## src/rtl/qick_pack_pkg.sv

```systemverilog
// Shared types for the bit-to-byte packer.
// FIFO word layout and bit placement helper.
package qick_pack_pkg;

    localparam int BYTE_W  = 8;
    localparam int NBITS_W = 4;

    typedef struct packed {
        logic [BYTE_W-1:0]  dout;
        logic [NBITS_W-1:0] nbits;
        logic               last;
    } pack_word_t;

    // 7-cnt equals ~cnt for a 3-bit count
    function automatic logic [2:0] bit_pos(
        input logic       msb_first,
        input logic [2:0] cnt
    );
        return msb_first ? ~cnt : cnt;
    endfunction

endpackage

```

## src/rtl/pack_fifo.sv

```systemverilog
// Small synchronous FIFO of packed byte words.
// Flags are registered from next occupancy.
module pack_fifo
    import qick_pack_pkg::*;
#(
    parameter int DEPTH = 2
) (
    input  logic       clk,
    input  logic       rst,
    input  logic       push,
    input  pack_word_t push_data,
    input  logic       pop,
    output pack_word_t pop_data,
    output logic       full,
    output logic       empty
);

    localparam int AW = $clog2(DEPTH);
    localparam logic [AW:0] FULL_CNT = DEPTH[AW:0];

    pack_word_t    mem [DEPTH];
    logic [AW-1:0] wr_ptr;
    logic [AW-1:0] rd_ptr;
    logic [AW:0]   count;
    logic [AW:0]   count_nxt;
    logic          do_push;
    logic          do_pop;

    assign do_push = push && !full;
    assign do_pop  = pop && !empty;

    always_comb begin
        count_nxt = count;
        unique case ({do_push, do_pop})
            2'b10:   count_nxt = count + 1'b1;
            2'b01:   count_nxt = count - 1'b1;
            default: count_nxt = count;
        endcase
    end

    always_ff @(posedge clk or posedge rst) begin
        if (rst) begin
            wr_ptr <= '0;
            rd_ptr <= '0;
            count  <= '0;
            full   <= 1'b0;
            empty  <= 1'b1;
        end else begin
            if (do_push)
                wr_ptr <= wr_ptr + 1'b1;
            if (do_pop)
                rd_ptr <= rd_ptr + 1'b1;
            count <= count_nxt;
            full  <= (count_nxt == FULL_CNT);
            empty <= (count_nxt == '0);
        end
    end

    always_ff @(posedge clk) begin
        if (do_push)
            mem[wr_ptr] <= push_data;
    end

    assign pop_data = empty ? '0 : mem[rd_ptr];

endmodule

```

## src/rtl/bits_to_byte_packer.sv

```systemverilog
// Serial bit to byte packer with frame flush.
// Output bytes are buffered in pack_fifo.
module bits_to_byte_packer
    import qick_pack_pkg::*;
#(
    parameter bit MSB_FIRST  = 1'b1,
    parameter bit PAD_VALUE  = 1'b0,
    parameter int FIFO_DEPTH = 2
) (
    input  logic              clk,
    input  logic              rst,
    input  logic              din,
    input  logic              din_valid,
    input  logic              din_last,
    output logic              din_ready,
    output logic [BYTE_W-1:0] dout,
    output logic [NBITS_W-1:0] dout_nbits,
    output logic              dout_last,
    output logic              dout_valid,
    input  logic              dout_ready
);

    localparam logic [BYTE_W-1:0] PAD_FILL = {BYTE_W{PAD_VALUE}};

    logic [BYTE_W-1:0] sr;
    logic [BYTE_W-1:0] sr_ins;
    logic [2:0]        cnt;
    logic              rdy_q;
    logic              accept;
    logic              complete;
    logic              fifo_full;
    logic              fifo_empty;
    logic              pop;
    pack_word_t        push_w;
    pack_word_t        pop_w;

    // rdy_q holds ready low until the first edge after reset release
    assign din_ready = rdy_q && !fifo_full;
    assign accept    = din_valid && din_ready;
    assign complete  = accept && ((cnt == 3'd7) || din_last);

    always_comb begin
        sr_ins = sr;
        sr_ins[bit_pos(MSB_FIRST, cnt)] = din;
    end

    always_comb begin
        push_w       = '0;
        push_w.dout  = sr_ins;
        push_w.nbits = {1'b0, cnt} + 4'd1;
        push_w.last  = din_last;
    end

    always_ff @(posedge clk or posedge rst) begin
        if (rst) begin
            sr    <= PAD_FILL;
            cnt   <= '0;
            rdy_q <= 1'b0;
        end else begin
            rdy_q <= 1'b1;
            if (complete) begin
                sr  <= PAD_FILL;
                cnt <= '0;
            end else if (accept) begin
                sr  <= sr_ins;
                cnt <= cnt + 3'd1;
            end
        end
    end

    assign pop = dout_valid && dout_ready;

    pack_fifo #(
        .DEPTH(FIFO_DEPTH)
    ) u_fifo (
        .clk      (clk),
        .rst      (rst),
        .push     (complete),
        .push_data(push_w),
        .pop      (pop),
        .pop_data (pop_w),
        .full     (fifo_full),
        .empty    (fifo_empty)
    );

    assign dout_valid = !fifo_empty;
    assign dout       = pop_w.dout;
    assign dout_nbits = pop_w.nbits;
    assign dout_last  = pop_w.last;

endmodule

```

## config.mk

```make
export PLATFORM = sky130hd
export DESIGN_NAME = bits_to_byte_packer
export DESIGN_NICKNAME = d
export VERILOG_FILES = /design/src/rtl/qick_pack_pkg.sv /design/src/rtl/pack_fifo.sv /design/src/rtl/bits_to_byte_packer.sv
export SDC_FILE = /design/constraint.sdc
export NUM_CORES = 1
export LEC_CHECK = 0
export BUFFER_PORTS_ARGS = -buffer_cell sky130_fd_sc_hd__buf_2
export CORE_ASPECT_RATIO = 1.1
export CORE_MARGIN = 1
export CORE_UTILIZATION = 40
export DETAILED_ROUTE_END_ITERATION = 8
export PLACE_DENSITY = 0.58
export SKIP_LAST_GASP = 1
export SYNTH_ARGS = -nofsm -noshare
export SYNTH_HDL_FRONTEND = slang
export SYNTH_SLANG_ARGS = --single-unit
export TNS_END_PERCENT = 50
```

## constraint.sdc

```tcl
create_clock -name clk -period 5.3 [get_ports clk]
set_input_delay 0.265 -clock clk [delete_from_list [all_inputs] [get_ports clk]]
set_output_delay 0.265 -clock clk [all_outputs]
set_load 0.02 [all_outputs]
```

# After elaboration in Yosys (flattened, before gate mapping)
# Memory sizes are Yosys's and may differ from the RTL's.
# Cells that the tools add are included.
# word_totals
in_bits	6
register_bits	18
latch_bits	0
mem_count	1
ramBits	26
word_cells	45
romBits	0
# mem_list
memory	words	width	read_ports	rd_ports_with_merged_regs	wr	line	text
u_fifo.mem	2	13	1	0	1	pack_fifo.sv:21	pack_word_t mem [DEPTH];
# classes
n_bitwise	1
n_mul	0
shift	0
n_reduce_logical	12
n_div	0
order_cmp	2
muxes	11
n_eq_ne	4
addsub	6
# op_table
op	count
$mux W8	2
$mux W13	1
$bwmux W8	1
$logic_and A1 B1 Y1	7
$mux W3	2
$add A3 B1 Y4 const B	1
$eq A2 B2 Y1 const B	2
$lt A3 B4 Y1 const B	1
$pmux W2 S2	1
$add A3 B1 Y3 const B	1
$demux W1 S3	1
$eq A3 B3 Y1 const B	1
$ge A3 B1 Y1 const B	1
$mux W1	3
$not A3 Y3	1
$add A1 B1 Y1 const B	2
$add A2 B1 Y2 const B	1
$eq A2 B1 Y1 const B	1
$logic_not A1 Y1	2
$logic_not A2 Y1	1
$reduce_bool A2 Y1	1
$sub A2 B1 Y2 const B	1
$logic_or A1 B1 Y1	1

# Longest topological paths before layout
# logic_depth
depth_word	8
mapped_depth	7

# By module
# Synthesis repeated with hierarchy kept, for this count alone.
# hier_totals
hier_cells	138
area_unflattened_um2	1968.1
# modules_own_cells
mod	instances	seq_area_each_um2	cells_per_inst	area_each_um2
pack_fifo	1	932.1	82	1286.2
bits_to_byte_packer	1	300.3	56	681.9

# Worst setup path before layout
# Ideal clock, no wire load.
# synth_path
kind	reg2reg
from	register cnt[0]
to	register u_fifo.empty
t_arrival_ns	1.900
stages_incl_launch_ff	7
required_time_ns	5.222
synth_period_minus_slack_ns	1.978
setup_slack_ns	3.322
n_path_buf	0
cell_sequence	dfrtp_1 > ha_1 > ha_1 > o21bai_1 > ha_1 > or3_1 > and3b_1
# synth_via
elab_chain_cells	7
# synth_lines
element	line	text
start, declared	bits_to_byte_packer.sv:27	logic [2:0] cnt;
start signal, assigned	bits_to_byte_packer.sv:66	cnt <= cnt + 3'd1;
$eq A3 B3 Y1 *	bits_to_byte_packer.sv:40	assign complete = accept && ((cnt == 3'd7) || din_last);
$logic_or A1 B1 Y1 *	bits_to_byte_packer.sv:40	
$logic_and A1 B1 Y1 *	bits_to_byte_packer.sv:40	
$logic_and A1 B1 Y1 *	pack_fifo.sv:29	assign do_push = push && !full;
$eq A2 B1 Y1 or $eq A2 B2 Y1 (tied branches)	pack_fifo.sv:34	unique case ({do_push, do_pop})
$pmux W2 S2 *	pack_fifo.sv:34	
$logic_not A2 Y1 *	pack_fifo.sv:55	empty <= (count_nxt == '0);
end signal, assigned	pack_fifo.sv:55	
end, declared	pack_fifo.sv:15	output logic empty
# Mark *: on every way between the ends. The rest lies on a longest branch, timed or not.
# A chain may end at the register's enable or synchronous reset.

# Worst setup path after layout
# layout_path
from	register u_fifo.full
to	memory u_fifo.mem[1][2] (netlist bit), enable pin
# layout_via
elab_chain_cells	7
# layout_lines
element	line	text
start, declared	pack_fifo.sv:14	output logic full,
start signal, assigned	pack_fifo.sv:54	full <= (count_nxt == FULL_CNT);
$logic_not A1 Y1 *	pack_fifo.sv:29, bits_to_byte_packer.sv:38	
$logic_and A1 B1 Y1	bits_to_byte_packer.sv:38	assign din_ready = rdy_q && !fifo_full;
$logic_and A1 B1 Y1	bits_to_byte_packer.sv:39	assign accept = din_valid && din_ready;
$logic_and A1 B1 Y1	bits_to_byte_packer.sv:40	
$logic_and A1 B1 Y1 *	pack_fifo.sv:29	
$mux W1 *	pack_fifo.sv:60	if (do_push)
$mux W1 (implied by the code) *	pack_fifo.sv:61	mem[wr_ptr] <= push_data;
end, declared	pack_fifo.sv:21	
# Marked as above.

==> results.json <==
{
  "portBuffers": 20,
  "clock.fmax_mhz": 411,
  "cts-hold-fix-buffers": 0,
  "route.detailed.drc": 0,
  "io_pins": 21,
  "ys_seq_area_share_pct": 65.0,
  "maxCapViolations": 0,
  "antenna_cells": 0,
  "cts_buffers": 5,
  "vias_per_cell": 5.15,
  "vias": 1046,
  "die_h_um": 74.2,
  "most_common_cell_after_layout_fill_and_taps_aside": "edfxtp_1",
  "min_period_over_period_pct": 45.9,
  "grt_start_max_net_pins": 19,
  "worst-slew-pin-transition_ps": 1180,
  "clkLatencyLatePin_ps": 300,
  "drive_gt1_share_pct": 26.2,
  "setup_ws_post_layout_ps": 2870,
  "synth_cells": 129,
  "die_area_mm2": 0.00502,
  "routedWlPerCell_um": 16.1,
  "worstHoldPathType": "input port to async pin",
  "nFillCells": 382,
  "cts_max_path_buffers": 2,
  "sum_of_overflow_across_all_layers_after_global_routing": 0,
  "detailedPlace.worstSlack_ps": 2820,
  "post_synth.cell_area_avg_um2": 14.7,
  "std_cell_rows": 25,
  "cts.htree.levels": 2,
  "gp_routability_congestion": 0.734,
  "post_synth_and_or_nand_nor_area_fraction_pct": 8.51,
  "finalWirelength_um": 3270,
  "worst_clock_skew_ps": 6.74,
  "synth_fp_nets": 138,
  "vdd_drop_max_mv": 0.200,
  "run_status": "completed",
  "first_global_vias": 1057,
  "grt.total_usage_pct": 15.5,
  "clkTransAtPathRegs_ps": 90,
  "leakage_uw": 0.000912,
  "crit_required_ps": 5230,
  "post_synth_num_cell_types": 28,
  "drt_pre_antenna_iters": 4,
  "final-hold-violation-count": 0,
  "final_worst_hold_slack_ps": 65.6,
  "finalSetupViolations": 0,
  "post-layout-total-power_uw": 1110,
  "grt_pass1_wl_um": 5440,
  "die_width_um": 67.6,
  "maxSlewViolCount": 0,
  "cts_setup_buffers": 0,
  "cts_resized": 0,
  "cp_data_arrival_time_ps": 2360,
  "cts_tree": "done",
  "grt_setup_unrepaired": "no",
  "max_fo_critical_path": 13,
  "yosysWarningCount": 0,
  "criticalPathCategory": "register to register",
  "synth_top_family_by_area": "multiplexers",
  "crit_path_start_kind": "register",
  "clkSinkCount": 44,
  "detailedRoute.firstIterationViolations": 89,
  "synth_compound_area_share_pct": 5.54,
  "ant_nets": 0,
  "ys_ff_latch": 44,
  "yosys.area_share.adder_pct": 1.98,
  "antenna_found_initial": 0,
  "effective_utilization_at_floorplan_pct": 43.0,
  "root_buffer": "clkbuf_8",
  "timing.max_slew.rel_slack_pct": 21.0,
  "detailed_place_hpwl_um": 2250,
  "multiplexer_area_fraction_after_synthesis_pct": 13.0,
  "mostFrequentLayoutCells": "edfxtp_1 (26), buf_2 (20), dfrtp_1 (17)",
  "pwr_density_cell_mw_per_mm2": 523,
  "nets": 157,
  "min_period_ps": 2430,
  "timing.critical_path.to_type": "register",
  "area_growth_pct": 11.8,
  "core-area_mm2": 0.00441,
  "synth_xor_area_share_pct": 1.85,
  "netlist_area_mm2": 0.00190,
  "setup-tns-final_ps": 0
}
flip-flops by register name, summed over array words and instances (netlist names):
| name | cells |
|---|---|
| u_fifo.count | 2 |
| u_fifo.mem | 26 |
| cnt | 3 |
| u_fifo.full | 1 |
| u_fifo.empty | 1 |
| u_fifo.wr_ptr | 1 |
| rdy_q | 1 |
| sr | 8 |
| u_fifo.rd_ptr | 1 |
logic make-up (layout without fill, tap and decap cells):
family | count (synthesis) | in the layout
compound gates | 13 | 13
xor+xnor | 4 | 4
fa+ha+maj | 3 | 3
buf+inv | 12 | 32
flops | 44 | 44
mux | 22 | 22
other cells | 1 | 1
simple gates | 30 | 30
worst max-delay path, stage by stage (launching register included):
cell	delay, ps
dfrtp_1	380
nand3b_1	450
o21bai_1	380
nor2_1	840
metal layers:
layer	up-vias	track usage [%]	wire length, µm
li1	504	-	-
met1	521	22.9	1690
met2	14	21.6	1430
met3	7	3.22	81
met4	0	7.80	71
met5	-	0	0
power breakdown:
group          internal [µW]  total, µW  switching (µW)
sequential               438        517            79.3
clock                    142        260             119
combinational            148        332             183
stage by stage:
stage               cell area, µm²  instances  utilization (%)
global route                  2120        203             48.1
detailed placement            2000        195             45.4
floorplan                     1900        129                -
CTS                           2120        203             48.1
finish                        2120        203             48.1
global placement              2000        195             45.4
cell type report:
| type | instances | area (µm²) | share of cell area (%) |
|---|---|---|---|
| Inverter | 4 | 15.0 | 0.708 |
| Tap cell | 54 | 67.6 | 3.19 |
| Clock buffer | 5 | 68.8 | 3.25 |
| Sequential cell | 44 | 1230 | 58.1 |
| Timing Repair Buffer | 20 | 100 | 4.72 |
| Multi-Input combinational cell | 73 | 589 | 27.8 |
| Clock inverter | 3 | 46.3 | 2.18 |
worst paths after layout:
path / start / end / slack (ps) / depth (start not counted)
min in group clk: din_last / u_fifo.mem[1][0] / 200 / 1
min: rst / cnt[2] / 70 / 2
max in group asynchronous: rst / cnt[0] / 4780 / 2
max reg2reg: u_fifo.full / u_fifo.mem[1][2] / 2870 / 3
min reg2reg: sr[3] / sr[3] / 510 / 1
max: u_fifo.full / u_fifo.mem[1][2] / 2870 / 3
synthesized netlist by cell type:
master	count	area share, %
inv_1	4	0.79
xor2_1	1	0.46
nand2_1	1	0.20
ha_1	3	2.0
o21ai_0	1	0.26
o21bai_1	1	0.40
buf_4	1	0.40
nand3b_1	4	1.6
nor3_1	2	0.53
dfrtp_1	17	22
dfstp_2	1	1.4
nor3b_1	3	1.2
buf_2	2	0.53
xnor2_1	3	1.4
and3_4	1	0.59
buf_6	3	1.8
and3b_1	1	0.46
a22o_1	10	4.6
mux2_4	4	3.2
edfxtp_1	26	41
nor2_1	15	3.0
mux2_2	5	3.0
or3_1	1	0.33
a21oi_1	1	0.26
conb_1	1	0.20
nor2b_1	2	0.66
mux2i_1	13	6.9
clkbuf_1	2	0.40
Note: power is estimated with default switching activity, not from simulation.
